==> config.mk <==
export PLATFORM = sky130hd
export DESIGN_NAME = key_event_decoder
export DESIGN_NICKNAME = d
export VERILOG_FILES = /design/src/rtl/keypad_pkg.sv /design/src/rtl/sync_chain.sv /design/src/rtl/key_event_decoder.sv
export SDC_FILE = /design/constraint.sdc
export NUM_CORES = 1
export LEC_CHECK = 0
export ABC_AREA = 1
export CORE_MARGIN = 3
export CORE_UTILIZATION = 58
export CTS_CLUSTER_SIZE = 12
export DETAILED_ROUTE_END_ITERATION = 7
export DONT_BUFFER_PORTS = 1
export PLACE_DENSITY = 0.74
export SYNTH_ARGS = -nofsm -noshare
export SYNTH_HDL_FRONTEND = slang
export SYNTH_SLANG_ARGS = --single-unit
==> constraint.sdc <==
create_clock -name clk -period 3.3 [get_ports clk]
set_clock_uncertainty 0.05 [all_clocks]
set_input_delay 0.66 -clock clk [delete_from_list [all_inputs] [get_ports clk]]
set_output_delay 0.66 -clock clk [all_outputs]
set_load 0.05 [all_outputs]
==> src/rtl/keypad_pkg.sv <==
// Shared types and helpers for the keypad event path: FSM state encoding,
// key-count constants and the code-to-one-hot decode.
package keypad_pkg;

  localparam int NUM_KEYS = 8;
  localparam int CODE_W   = 3;

  typedef enum logic [1:0] {IDLE, ARM, HELD, REL} kd_state_t;

  function automatic logic [NUM_KEYS-1:0] onehot8(input logic [CODE_W-1:0] code);
    logic [NUM_KEYS-1:0] vec;
    vec       = '0;
    vec[code] = 1'b1;
    return vec;
  endfunction

endpackage

==> src/rtl/sync_chain.sv <==
// Generic multi-flop synchroniser for a W-bit bus crossing into the clk domain.
// Every stage clears on reset so the downstream FSM starts from a known "no key" view.
module sync_chain #(
  parameter int W      = 4,
  parameter int STAGES = 2
) (
  input  logic         clk,
  input  logic         reset,
  input  logic [W-1:0] din,
  output logic [W-1:0] dout
);

  logic [W-1:0] stage_p [STAGES];

  always_ff @(posedge clk) begin
    if (reset) begin
      for (int i = 0; i < STAGES; i++) stage_p[i] <= '0;
    end else begin
      stage_p[0] <= din;
      for (int i = 1; i < STAGES; i++) stage_p[i] <= stage_p[i-1];
    end
  end

  assign dout = stage_p[STAGES-1];

endmodule

==> src/rtl/key_event_decoder.sv <==
// Synchronises and debounces the priority-encoder output, producing a held-key
// one-hot, press/release pulses and a press-toggled channel enable mask.
module key_event_decoder
  import keypad_pkg::*;
#(
  parameter int                  DEBOUNCE_CYCLES = 4,
  parameter int                  SYNC_STAGES     = 2,
  parameter logic [NUM_KEYS-1:0] MASK_INIT       = 8'hFF
) (
  input  logic                clk,
  input  logic                reset,
  input  logic [CODE_W-1:0]   code_in,
  input  logic                strobe_in,
  output logic [NUM_KEYS-1:0] key_onehot,
  output logic                press_pulse,
  output logic                release_pulse,
  output logic [CODE_W-1:0]   press_code,
  output logic [NUM_KEYS-1:0] chan_en
);

  localparam int                CNT_W    = $clog2(DEBOUNCE_CYCLES + 1);
  localparam logic [CNT_W-1:0] CNT_ONE  = CNT_W'(1);
  localparam logic [CNT_W-1:0] CNT_LAST = CNT_W'(DEBOUNCE_CYCLES - 1);

  logic [CODE_W:0]   sync_p1;
  logic [CODE_W-1:0] s_code;
  logic              s_stb;

  kd_state_t           state_q, state_d;
  logic [CODE_W-1:0]   cap_q, cap_d;
  logic [CNT_W-1:0]    cnt_q, cnt_d;
  logic [NUM_KEYS-1:0] onehot_d, chan_d;
  logic                press_d, rel_d;
  logic [CODE_W-1:0]   pcode_d;

  // Stage p0 -> p1: bring {code,strobe} into the clk domain
  sync_chain #(.W(CODE_W + 1), .STAGES(SYNC_STAGES)) u_sync (
    .clk   (clk),
    .reset (reset),
    .din   ({code_in, strobe_in}),
    .dout  (sync_p1)
  );

  assign s_code = sync_p1[CODE_W:1];
  assign s_stb  = sync_p1[0];

  always_comb begin
    state_d  = state_q;
    cap_d    = cap_q;
    cnt_d    = cnt_q;
    onehot_d = key_onehot;
    press_d  = 1'b0;
    rel_d    = 1'b0;
    pcode_d  = press_code;
    chan_d   = chan_en;
    case (state_q)
      IDLE: begin
        if (s_stb) begin
          state_d = ARM;
          cap_d   = s_code;
          cnt_d   = CNT_ONE;
        end
      end
      ARM: begin
        if (!s_stb) begin
          state_d = IDLE;
        end else if (s_code != cap_q) begin
          cap_d = s_code;
          cnt_d = CNT_ONE;
        end else if (cnt_q == CNT_LAST) begin
          state_d  = HELD;
          press_d  = 1'b1;
          onehot_d = onehot8(cap_q);
          pcode_d  = cap_q;
          chan_d   = chan_en ^ onehot8(cap_q);
        end else begin
          cnt_d = cnt_q + CNT_ONE;
        end
      end
      HELD: begin
        if (!s_stb) begin
          state_d = REL;
          cnt_d   = CNT_ONE;
        end else if (s_code != cap_q) begin
          // a higher-priority key has taken over the encoder
          state_d  = ARM;
          cap_d    = s_code;
          cnt_d    = CNT_ONE;
          onehot_d = '0;
          rel_d    = 1'b1;
        end
      end
      REL: begin
        if (s_stb && (s_code == cap_q)) begin
          state_d = HELD;
        end else if (s_stb) begin
          state_d  = ARM;
          cap_d    = s_code;
          cnt_d    = CNT_ONE;
          onehot_d = '0;
          rel_d    = 1'b1;
        end else if (cnt_q == CNT_LAST) begin
          state_d  = IDLE;
          onehot_d = '0;
          rel_d    = 1'b1;
        end else begin
          cnt_d = cnt_q + CNT_ONE;
        end
      end
      default: state_d = IDLE;
    endcase
  end

  // Stage p1 -> p2: registered FSM state and outputs
  always_ff @(posedge clk) begin
    if (reset) begin
      state_q       <= IDLE;
      cap_q         <= '0;
      cnt_q         <= '0;
      key_onehot    <= '0;
      press_pulse   <= 1'b0;
      release_pulse <= 1'b0;
      press_code    <= '0;
      chan_en       <= MASK_INIT;
    end else begin
      state_q       <= state_d;
      cap_q         <= cap_d;
      cnt_q         <= cnt_d;
      key_onehot    <= onehot_d;
      press_pulse   <= press_d;
      release_pulse <= rel_d;
      press_code    <= pcode_d;
      chan_en       <= chan_d;
    end
  end

endmodule

Word level (Yosys, flattened, before mapping)

Memory sizes are Yosys's and may differ from the RTL's.
Cells that the tools add are included.

Memory bits (writable): 8
Logic and storage cells: 95
Input bits: 6
Memories: 1
Bits in latches: 0
ROM bits: 0
Output and inout port bits: 21
Register bits: 29

Shifts and indexed selects: 0
Multiplexer cells: 46
Div/mod/pow operators: 0
Reduce and logical (&&, ||, !) cells: 11
Equal/unequal tests: 20
Add/subtract/negate cells: 1
Bitwise gates (word level): 6
Magnitude comparators: 2
$mul: 0

Memories:

| name           | words | bits a word | read ports | clocked after memory_dff | write ports | RTL line         | RTL |
|---|---|---|---|---|---|---|---|
| u_sync.stage_p | 2     | 4           | 2          | 0                        | 2           | sync_chain.sv:13 | `logic [W-1:0] stage_p [STAGES];` |

Operator list:

| kind                                                                         | number |
|---|---|
| 8-bit two-way mux                                                            | 8 |
| 3-bit two-way mux                                                            | 12 |
| 8-bit case mux with 3 select lines                                           | 1 |
| 2-bit two-way mux                                                            | 9 |
| 2-bit != test, second input constant                                         | 7 |
| 3-bit != test, second input constant                                         | 4 |
| 3-bit case mux with 4 select lines                                           | 1 |
| 1-bit two-way mux                                                            | 9 |
| 3-bit case mux with 3 select lines                                           | 1 |
| 4-bit two-way mux                                                            | 2 |
| 2-bit case mux with 4 select lines                                           | 1 |
| 4-bit AND reduction                                                          | 2 |
| 8-bit AND reduction                                                          | 1 |
| 8-bit bitwise XOR                                                            | 1 |
| 5-bit AND reduction                                                          | 1 |
| 2-bit equality test, second input constant                                   | 2 |
| 3-bit by 4-bit less-than comparator with 1-bit output, second input constant | 1 |
| 2-bit by 1-bit != test with 1-bit output, second input constant              | 2 |
| 4-bit != test, second input constant                                         | 1 |
| 4-bit OR reduction                                                           | 1 |
| 3-bit by 1-bit adder with 3-bit output, second input constant                | 1 |
| 1-bit demux with 3-bit select                                                | 1 |
| 3-bit by 2-bit equality test with 1-bit output, second input constant        | 1 |
| 3-bit equality test                                                          | 1 |
| 11 further kinds                                                             | 15 |

Longest topological paths before layout

Gate-level depths: netlist (run 1).

Depth after elaboration: 8
Gate-level depth with buffers: 13
Mapped depth without buffers: 12

Hierarchy

A second synthesis (run 1) with hierarchy kept.

Cell total of the unflattened synthesis: 271
Area total of the unflattened synthesis: 1914.3 um^2

Modules (own cells, without submodules):

| module            | area each (um^2) | sequential area each (um^2) | times used | cells an instance |
|---|---|---|---|---|
| key_event_decoder | 1652.8           | 580.6                       | 1          | 242 |
| sync_chain        | 261.5            | 160.2                       | 1          | 29 |

Worst setup path before layout (run 1)

Ideal clock, no wire load.

Kind: reg-to-reg
Start: register state_q[1]
End: register key_onehot[3]
Data arrival time: 1.569 ns
Stages on the path, launching flop included: 11
Period minus slack after synthesis: 1.733 ns
Data required time: 3.136 ns
Path slack: 1.567 ns
Buffers on the path: 2
Library setup time: 0.114 ns
Cell sequence: dfxtp_1 -> inv_1 -> ha_1 -> clkbuf_1 -> o21ai_0 -> nand2_1 -> nor2_1 -> nand3_4 -> buf_6 -> a21oi_1 -> nor2_1

Cells in the longest elaborated chain, start to end: 3
Elaborated cells between the ends (all ways): 13
Those cells by class: eq/ne: 10; mux: 1; reduce/logical: 2

RTL lines:

| item                                                                                         | RTL line                 | RTL |
|---|---|---|
| start, declared                                                                              | key_event_decoder.sv:29  | `kd_state_t state_q, state_d;` |
| start signal, assigned                                                                       | key_event_decoder.sv:126 | `state_q <= state_d;` |
| 2-bit equality test / 2-bit by 1-bit equality test with 1-bit output (equally long branches) | key_event_decoder.sv:56  | `case (state_q)` |
| 3-bit != test (no source line) (tied with other cells)                                       | n/a                      |  |
| 8-bit AND reduction (no source line)                                                         | n/a                      |  |
| end signal, assigned                                                                         | key_event_decoder.sv:129 | `key_onehot <= onehot_d;` |
| end, declared                                                                                | key_event_decoder.sv:14  | `output logic [NUM_KEYS-1:0] key_onehot,` |

Parallel ways exist; a longest one is shown, timed or not.
A chain may end at the register's enable or synchronous reset.

Final worst setup path (run 1)

Start: register cap_q[0]
End: register chan_en[3]

Cells in the longest elaborated chain, start to end: 5
Elaborated cells between the ends (all ways): 9
Those cells by class: order compare: 2; eq/ne: 1; mux: 2; bitwise: 2; reduce/logical: 2

RTL lines:

| item                                                                                                                                                 | RTL line                 | RTL |
|---|---|---|
| start, declared                                                                                                                                      | key_event_decoder.sv:30  | `logic [CODE_W-1:0] cap_q, cap_d;` |
| start signal, assigned                                                                                                                               | key_event_decoder.sv:127 | `cap_q <= cap_d;` |
| 3-bit by 4-bit less-than comparator with 1-bit output (not written as such) / 3-bit by 1-bit >= comparator with 1-bit output (equally long branches) | keypad_pkg.sv:13         | `vec[code] = 1'b1;` |
| 1-bit logical AND (not written as such)                                                                                                              | keypad_pkg.sv:13         |  |
| 1-bit two-way mux (not written as such)                                                                                                              | keypad_pkg.sv:13         |  |
| 1-bit demux with 3-bit select                                                                                                                        | keypad_pkg.sv:13         |  |
| 8-bit bitwise XOR                                                                                                                                    | key_event_decoder.sv:75  | `chan_d = chan_en ^ onehot8(cap_q);` |
| end signal, assigned                                                                                                                                 | key_event_decoder.sv:133 | `chan_en <= chan_d;` |
| end, declared                                                                                                                                        | key_event_decoder.sv:18  | `output logic [NUM_KEYS-1:0] chan_en` |

Parallel ways exist; a longest one is shown, timed or not.

==> summary.txt, run 1 <==
Worst setup path
  – Crit path capture type: flip-flop
  – Reg-to-Reg End: chan_en[3]
  – Startpoint Class: flip-flop
  – Slowest-stage cell, CP: dfxtp_1
  – Most used cell along the critical path: nand2_1
  – CP peak stage delay: 0.48 ns
  – Type of the worst setup path: flip-flop to flip-flop
  – R2R depth: 11
  – WP data arrival: 2.03 ns
  – Worst reg2reg path startpoint: cap_q[0]
  – Flop2flop setup slack: 1.42 ns
  – Critical Path Fanout Max: 9
  – Req. time, crit path: 3.45 ns
  – CP cell instances: inv_2 > nand2_1 > nand2_1 > nor2_4 > nand3_2 > nor2_4 > nand2_2 > inv_2 > nand2_1 > nand2_1 > nand3_1

STA
  – Count of final hold-check violations: 0
  – Final hold slack: 0.319 ns
  – Final worst-path cycle share: 57.1%
  – FMAX: 0.531 GHz
  – Total Neg Setup Slack: 0 ns
  – Fin. max-slew vios: 0
  – Period minus WS final: 1.88 ns
  – Slew margin rel.: 60.3%
  – Worst Max-Slew Pin Slew: 0.595 ns
  – Final setup vio count: 0
  – Worst setup margin: 1.42 ns
  – RSZ-0062 raised after global routing: no

Floorplanning
  – Cell row count: 19
  – # IOs: 27
  – Initial cell density of the core: 63.2%
  – Die area: 3840 um2
  – Die W: 62.0 um
  – DIE HEIGHT: 62.0 um
  – Core Region: 2880 um2

Power and ir drop
  – Max rail drop VDD: 0.410 mV
  – Clock Power Share: 14.9%
  – Pwr Density: 802 nW/um2
  – Internal: 796 uW
  – Sw Ratio: 47.2%
  – Logic gate share of total power: 37.2%
  – Lkg Pwr: 0.897 nW
  – NetSw: 712 uW
  – Seq pwr share: 47.9%

Run status
  – Status: complete, no violations

Placed design
  – Pre-CTS setup slack: 1.45 ns
  – GP Congestion: 0.851
  – Count of input and output buffers: 0
  – Placed Cells: 299
  – Hpwl dp: 2470 um

Clock network
  – Clk buf depth: 2
  – CTS tree: yes
  – CTS Buf Count: 5
  – Hold buffer count at CTS: 0
  – Root buffer cell: clkbuf_4
  – Post-CTS sizing: 0
  – Latest clock arrival within the worst-skew pair: 0.34 ns
  – Post-CTS setup buffer count: 0
  – Number of H-tree levels: 2
  – CTS clock-pin slew for the worst setup and hold paths: 0.11 ns
  – CTS Sinks: 37

Detailed routing
  – First-pass detailed-route iteration total: 4
  – Initial detailed-routing violation count: 59
  – DR vias: 1513
  – Avg WL per Cell: 11.1 um
  – Final Routed Wirelength: 3420 um
  – DRC violations left: 0
  – Vias per inst: 4.93
  – Antenna viol nets, final: 0

Synthesis
  – Top-count cell post-synth: nand2_1
  – Async S/R FF share, synth: 0%
  – Area contributors post-synth: dfxtp_1 (41%), nand2_1 (11%), nor2_1 (9.1%)
  – Ys flop type: dfxtp_1
  – Share of the synthesized area in the top cell type: 40.7%
  – Synth cell types: 24
  – Register area share after synthesis: 40.7%
  – Synth Register Bits: 37
  – Number of synthesized flops with an enable pin: 0
  – Leading area contributor after synthesis: dfxtp_1
  – Netlist Area Pre-Place: 1820 um2
  – Mapped Cells: 265
  – Synthesized area per cell: 6.86 um2
  – Synth top cells by count: nand2_1 (51), nor2_1 (44), inv_1 (41), dfxtp_1 (37)
  – Synthesized net count: 277
  – Yosys warnings: 0

Hold path
  – Hold Path End: cnt_q[0]
  – Hold Crit Start: reset
  – Worst Hold Class: input port to flip-flop
  – Hold Path Depth: 1

Global routing
  – Pin count of the biggest net entering global routing: 22
  – Initial antenna violation count: 0
  – Vias in the first global route: 1337
  – Wire length of the first global-routing pass: 5950 um
  – Residual overflow from global routing: 0
  – GRT Util Overall: 20.9%

Finish
  – Fillers: 288
  – Finished Layout Cells: 307
  – Area Overhead vs Synth: 3.51%
  – Antenna Cells: 0
  – Final nets: 276
  – Core Util, Final: 65.4%
  – Share of cells above drive strength 1: 7.55%

Flow run
  – Max_cap viols: 0
cells in the final DEF, fill, tap and decap left out:
master and instances:
a211oi_1 1, a21boi_0 1, a21oi_1 17, clkbuf_1 1, clkbuf_4 5, clkinv_2 2
dfxtp_1 37, ha_1 6, inv_1 41, inv_2 5, nand2_1 51, nand2_2 2
nand3_1 17, nand3_2 1, nand3_4 1, nand3b_1 6, nand4_1 2, nor2_1 44
nor2_4 2, nor3_1 2, o21ai_0 14, o21ai_1 5, or2_2 1, xnor2_2 1
final cells by class:
cell class,count,area [um2],area share (%)
tap,42,52.6,2.79
sequential,37,741,39.4
clock inverter,2,10.0,0.532
inverter,46,173,9.18
clock buffer,6,41.3,2.19
multi-input combinational,174,865,45.9
critical path: cells and delay by family (launching register included):
kind	cells	cell delay (ns)
buf+inv	2	0.22
flops	1	0.48
simple gates	9	0.99
logic make-up after synthesis:
| family | share of synthesized area (%) |
|---|---|
| simple gates | 31.8 |
| buf+inv | 11.7 |
| xor+xnor | 0.895 |
| compound gates | 10.7 |
| fa+ha+maj | 4.13 |
| flops | 40.7 |
worst max-delay path by stage:
stage / start / endpoint / slack, ns
2_1_floorplan: state_q[1] / key_onehot[3] / 1.57
3_3_place_gp: cap_q[0] / chan_en[3] / 1.50
3_5_place_dp: state_q[1] / key_onehot[3] / 1.45
4_1_cts: state_q[1] / key_onehot[3] / 1.42
5_1_grt: state_q[1] / key_onehot[3] / 1.19
6_report: cap_q[0] / chan_en[3] / 1.42
per-layer routing:
layer	track usage [%]	vias to the layer above	wire (um)
met4	6.36	0	42
met3	7.44	6	269
met1	28.0	639	1700
met5	0	-	0
met2	31.5	46	1410
li1	-	822	-
sequential cells by signal, summed over array words and instances, names as in the netlist:
register,count
cap_q,3
chan_en,8
cnt_q,3
key_onehot,8
press_code,3
press_pulse,1
release_pulse,1
state_q,2
u_sync.stage_p,8
stage by stage:
stage | cell area [um2] | power [mW]
5_1_grt | 1880 | 1.65
3_5_place_dp | 1830 | 1.29
2_1_floorplan | 1820 | 1.21
6_report | 1880 | 1.51
3_3_place_gp | 1830 | 1.29
4_1_cts | 1880 | 1.52
power groups by stage:
stage / combinational, mW / sequential [mW] / clock [mW]
after floorplan: 0.490 / 0.723 / 0
after global placement: 0.554 / 0.733 / 0
after CTS: 0.558 / 0.724 / 0.233
after global routing: 0.662 / 0.738 / 0.255
final: 0.561 / 0.722 / 0.225
after detailed placement: 0.555 / 0.736 / 0
Power figures use the tool's default switching activity.
==> inputs of run 2 (changes only) <==
Settings changed: ABC_AREA 1 to 0, CORE_UTILIZATION 58 to 56.
Clock period 3.3 ns to 1.5 ns, I/O delays scaled along.
==> run 2 against run 1 <==
Effect of this change: highest routed layer unchanged; setup slack worse by 1.7 ns; first-iteration DRC count up 32%; utilization grew 20 points; critical path type unchanged; final cell count decreased by 10%; the flow now finishes with violations (negative setup slack).
==> summary.txt, run 2 <==
Global routing
  – Residual overflow from global routing: 0
  – Initial antenna violation count: 0
  – GRT Util Overall: 21.9%
  – Wire length of the first global-routing pass: 6820 um
  – Vias in the first global route: 1499
  – Pin count of the biggest net entering global routing: 28

STA
  – Final worst-path cycle share: 119%
  – FMAX: 0.558 GHz
  – Slew margin rel.: 34.0%
  – Final hold slack: 0.00596 ns
  – Worst setup margin: -0.291 ns
  – Worst Max-Slew Pin Slew: 0.991 ns
  – Period minus WS final: 1.79 ns
  – RSZ-0062 raised after global routing: yes
  – Fin. max-slew vios: 0
  – Final setup vio count: 25
  – Count of final hold-check violations: 0

Synthesis
  – Netlist Area Pre-Place: 1810 um2
  – Synth cell types: 41
  – Area contributors post-synth: dfxtp_1 (41%), mux2i_1 (6.1%), nand2b_1 (5.5%)
  – Leading area contributor after synthesis: dfxtp_1
  – Share of the synthesized area in the top cell type: 41.0%
  – Synthesized net count: 208
  – Register area share after synthesis: 41.0%
  – Ys flop type: dfxtp_1
  – Number of synthesized flops with an enable pin: 0
  – Async S/R FF share, synth: 0%
  – Yosys warnings: 0
  – Top-count cell post-synth: dfxtp_1
  – Synthesized area per cell: 9.22 um2
  – Synth top cells by count: dfxtp_1 (37), nand2_1 (17), nand2b_1 (16), nor2_1 (13), nor2b_1 (12)
  – Mapped Cells: 196
  – Synth Register Bits: 37

Detailed routing
  – Antenna viol nets, final: 0
  – Final Routed Wirelength: 4480 um
  – First-pass detailed-route iteration total: 5
  – Avg WL per Cell: 16.3 um
  – Vias per inst: 5.67
  – DR vias: 1559
  – DRC violations left: 0
  – Initial detailed-routing violation count: 78

Clock network
  – CTS clock-pin slew for the worst setup and hold paths: 0.11 ns
  – Latest clock arrival within the worst-skew pair: 0.36 ns
  – CTS Sinks: 37
  – Clk buf depth: 2
  – Root buffer cell: clkbuf_4
  – CTS Buf Count: 5
  – Number of H-tree levels: 2
  – CTS tree: yes

Hold path
  – Worst Hold Class: input port to flip-flop
  – Hold Path Depth: 1

Run status
  – Status: finished, violations left
  – Failing checks: negative setup slack

Floorplanning
  – Die W: 62.8 um
  – Cell row count: 19
  – Core Region: 2920 um2
  – # IOs: 27
  – Die area: 3950 um2
  – DIE HEIGHT: 62.8 um
  – Initial cell density of the core: 61.8%

Finish
  – Final Instance Area: 2490 um2
  – Fillers: 168
  – Final nets: 244
  – Largest regs: chan_en x8, key_onehot x8, u_sync.stage_p x8
  – Multi-input gate area: 1220 um2
  – Core Util, Final: 85.0%
  – Commonest non-fill, non-tap cells in the layout: buf_4 (35), dfxtp_1 (26), nand2b_1 (16)
  – Commonest non-fill, non-tap cell in the layout: buf_4
  – Antenna Cells: 0
  – Area Overhead vs Synth: 37.5%
  – Storage element area: 764 um2
  – Share of cells above drive strength 1: 41.6%

Placed design
  – Pre-CTS setup slack: -0.272 ns
  – Hpwl dp: 2640 um
  – Count of input and output buffers: 0
  – Placed Area: 2140 um2
  – GP Congestion: 0.826

Worst setup path
  – WP data arrival: 2.03 ns
  – R2R depth: 7
  – Crit path capture type: flip-flop
  – Type of the worst setup path: flip-flop to flip-flop
  – Startpoint Class: flip-flop
  – Critical Path Fanout Max: 8
  – Req. time, crit path: 1.74 ns

Power and ir drop
  – Pwr Density: 933 nW/um2
  – Max rail drop VDD: 0.629 mV
  – Lkg Pwr: 0.903 nW

Flow run
  – Max_cap viols: 0
## run 2: changes by cell type after synthesis, sizes merged, moves of 12 or more
cell,delta
o21ai,-13
inv,-43
nand2b,+16
nand3,-15
nor2b,+12
nor2,-33
nand2,-36
## run 2: path summary, 6_finish.rpt
| check | start | endpoint | slack, ns |
|---|---|---|---|
| hold / removal | strobe_in | u_sync.stage_p[0][0] | 0.006 |
| setup reg to reg | cnt_q[1] | key_onehot[2] | -0.29 |
| setup / recovery | cnt_q[1] | key_onehot[2] | -0.29 |
| hold reg to reg | u_sync.stage_p[0][3] | u_sync.stage_p[0][7] | 0.40 |
## run 2: where the power goes
group / leakage [nW] / internal [mW] / total [mW] / switching (mW)
clock network: 0.0455 / 0.398 / 0.736 / 0.338
logic: 0.551 / 0.264 / 0.515 / 0.251
registers: 0.307 / 1.01 / 1.07 / 0.0585
## run 2: logic make-up after synthesis
logic type / synth area share [%]
buf+inv: 4.29
flops: 41.0
fa+ha+maj: 4.15
mux: 6.09
simple gates: 26.8
compound gates: 10.9
xor+xnor: 6.78
## run 2: critical path, stage by stage (launching register included)
cell and delay, ns:
dfxtp_2 0.37, ha_4 0.14, or2b_4 0.28, nor4_4 0.19, nand2_2 0.11, a21oi_4 0.18
buf_12 0.15, mux2i_2 0.23
## run 2: cell type report
type,count,area share (%)
inverter,3,0.654
sequential,37,30.7
timing repair buffer,42,14.1
clock inverter,1,1.21
clock buffer,7,2.21
tap,42,2.11
multi-input combinational,143,49.0
## run 2: routing by layer
layer | global-route usage (%) | wire [um]
met4 | 12.1 | 107
met5 | 0 | 0
met2 | 35.2 | 2280
met3 | 5.76 | 241
met1 | 26.5 | 1850
## run 2: repair_timing
action / 4_1_cts / 5_1_grt
hold buffers: 2 / 0
resized for setup: 17 / 33
setup endpoints to repair: 27 / 30
hold endpoints to repair: 27 / 0
buffers inserted: 0 / 4
pin swaps: 6 / 11
## run 2: per-stage QoR
stage          power (mW)  instances  setup TNS (ns)
6_report             2.32        275           -4.52
5_1_grt              2.42        275           -7.06
4_1_cts              2.23        271           -4.41
3_5_place_dp         1.47        261           -4.96
3_3_place_gp         1.46        261           -4.27
2_1_floorplan        1.33        196           -2.56
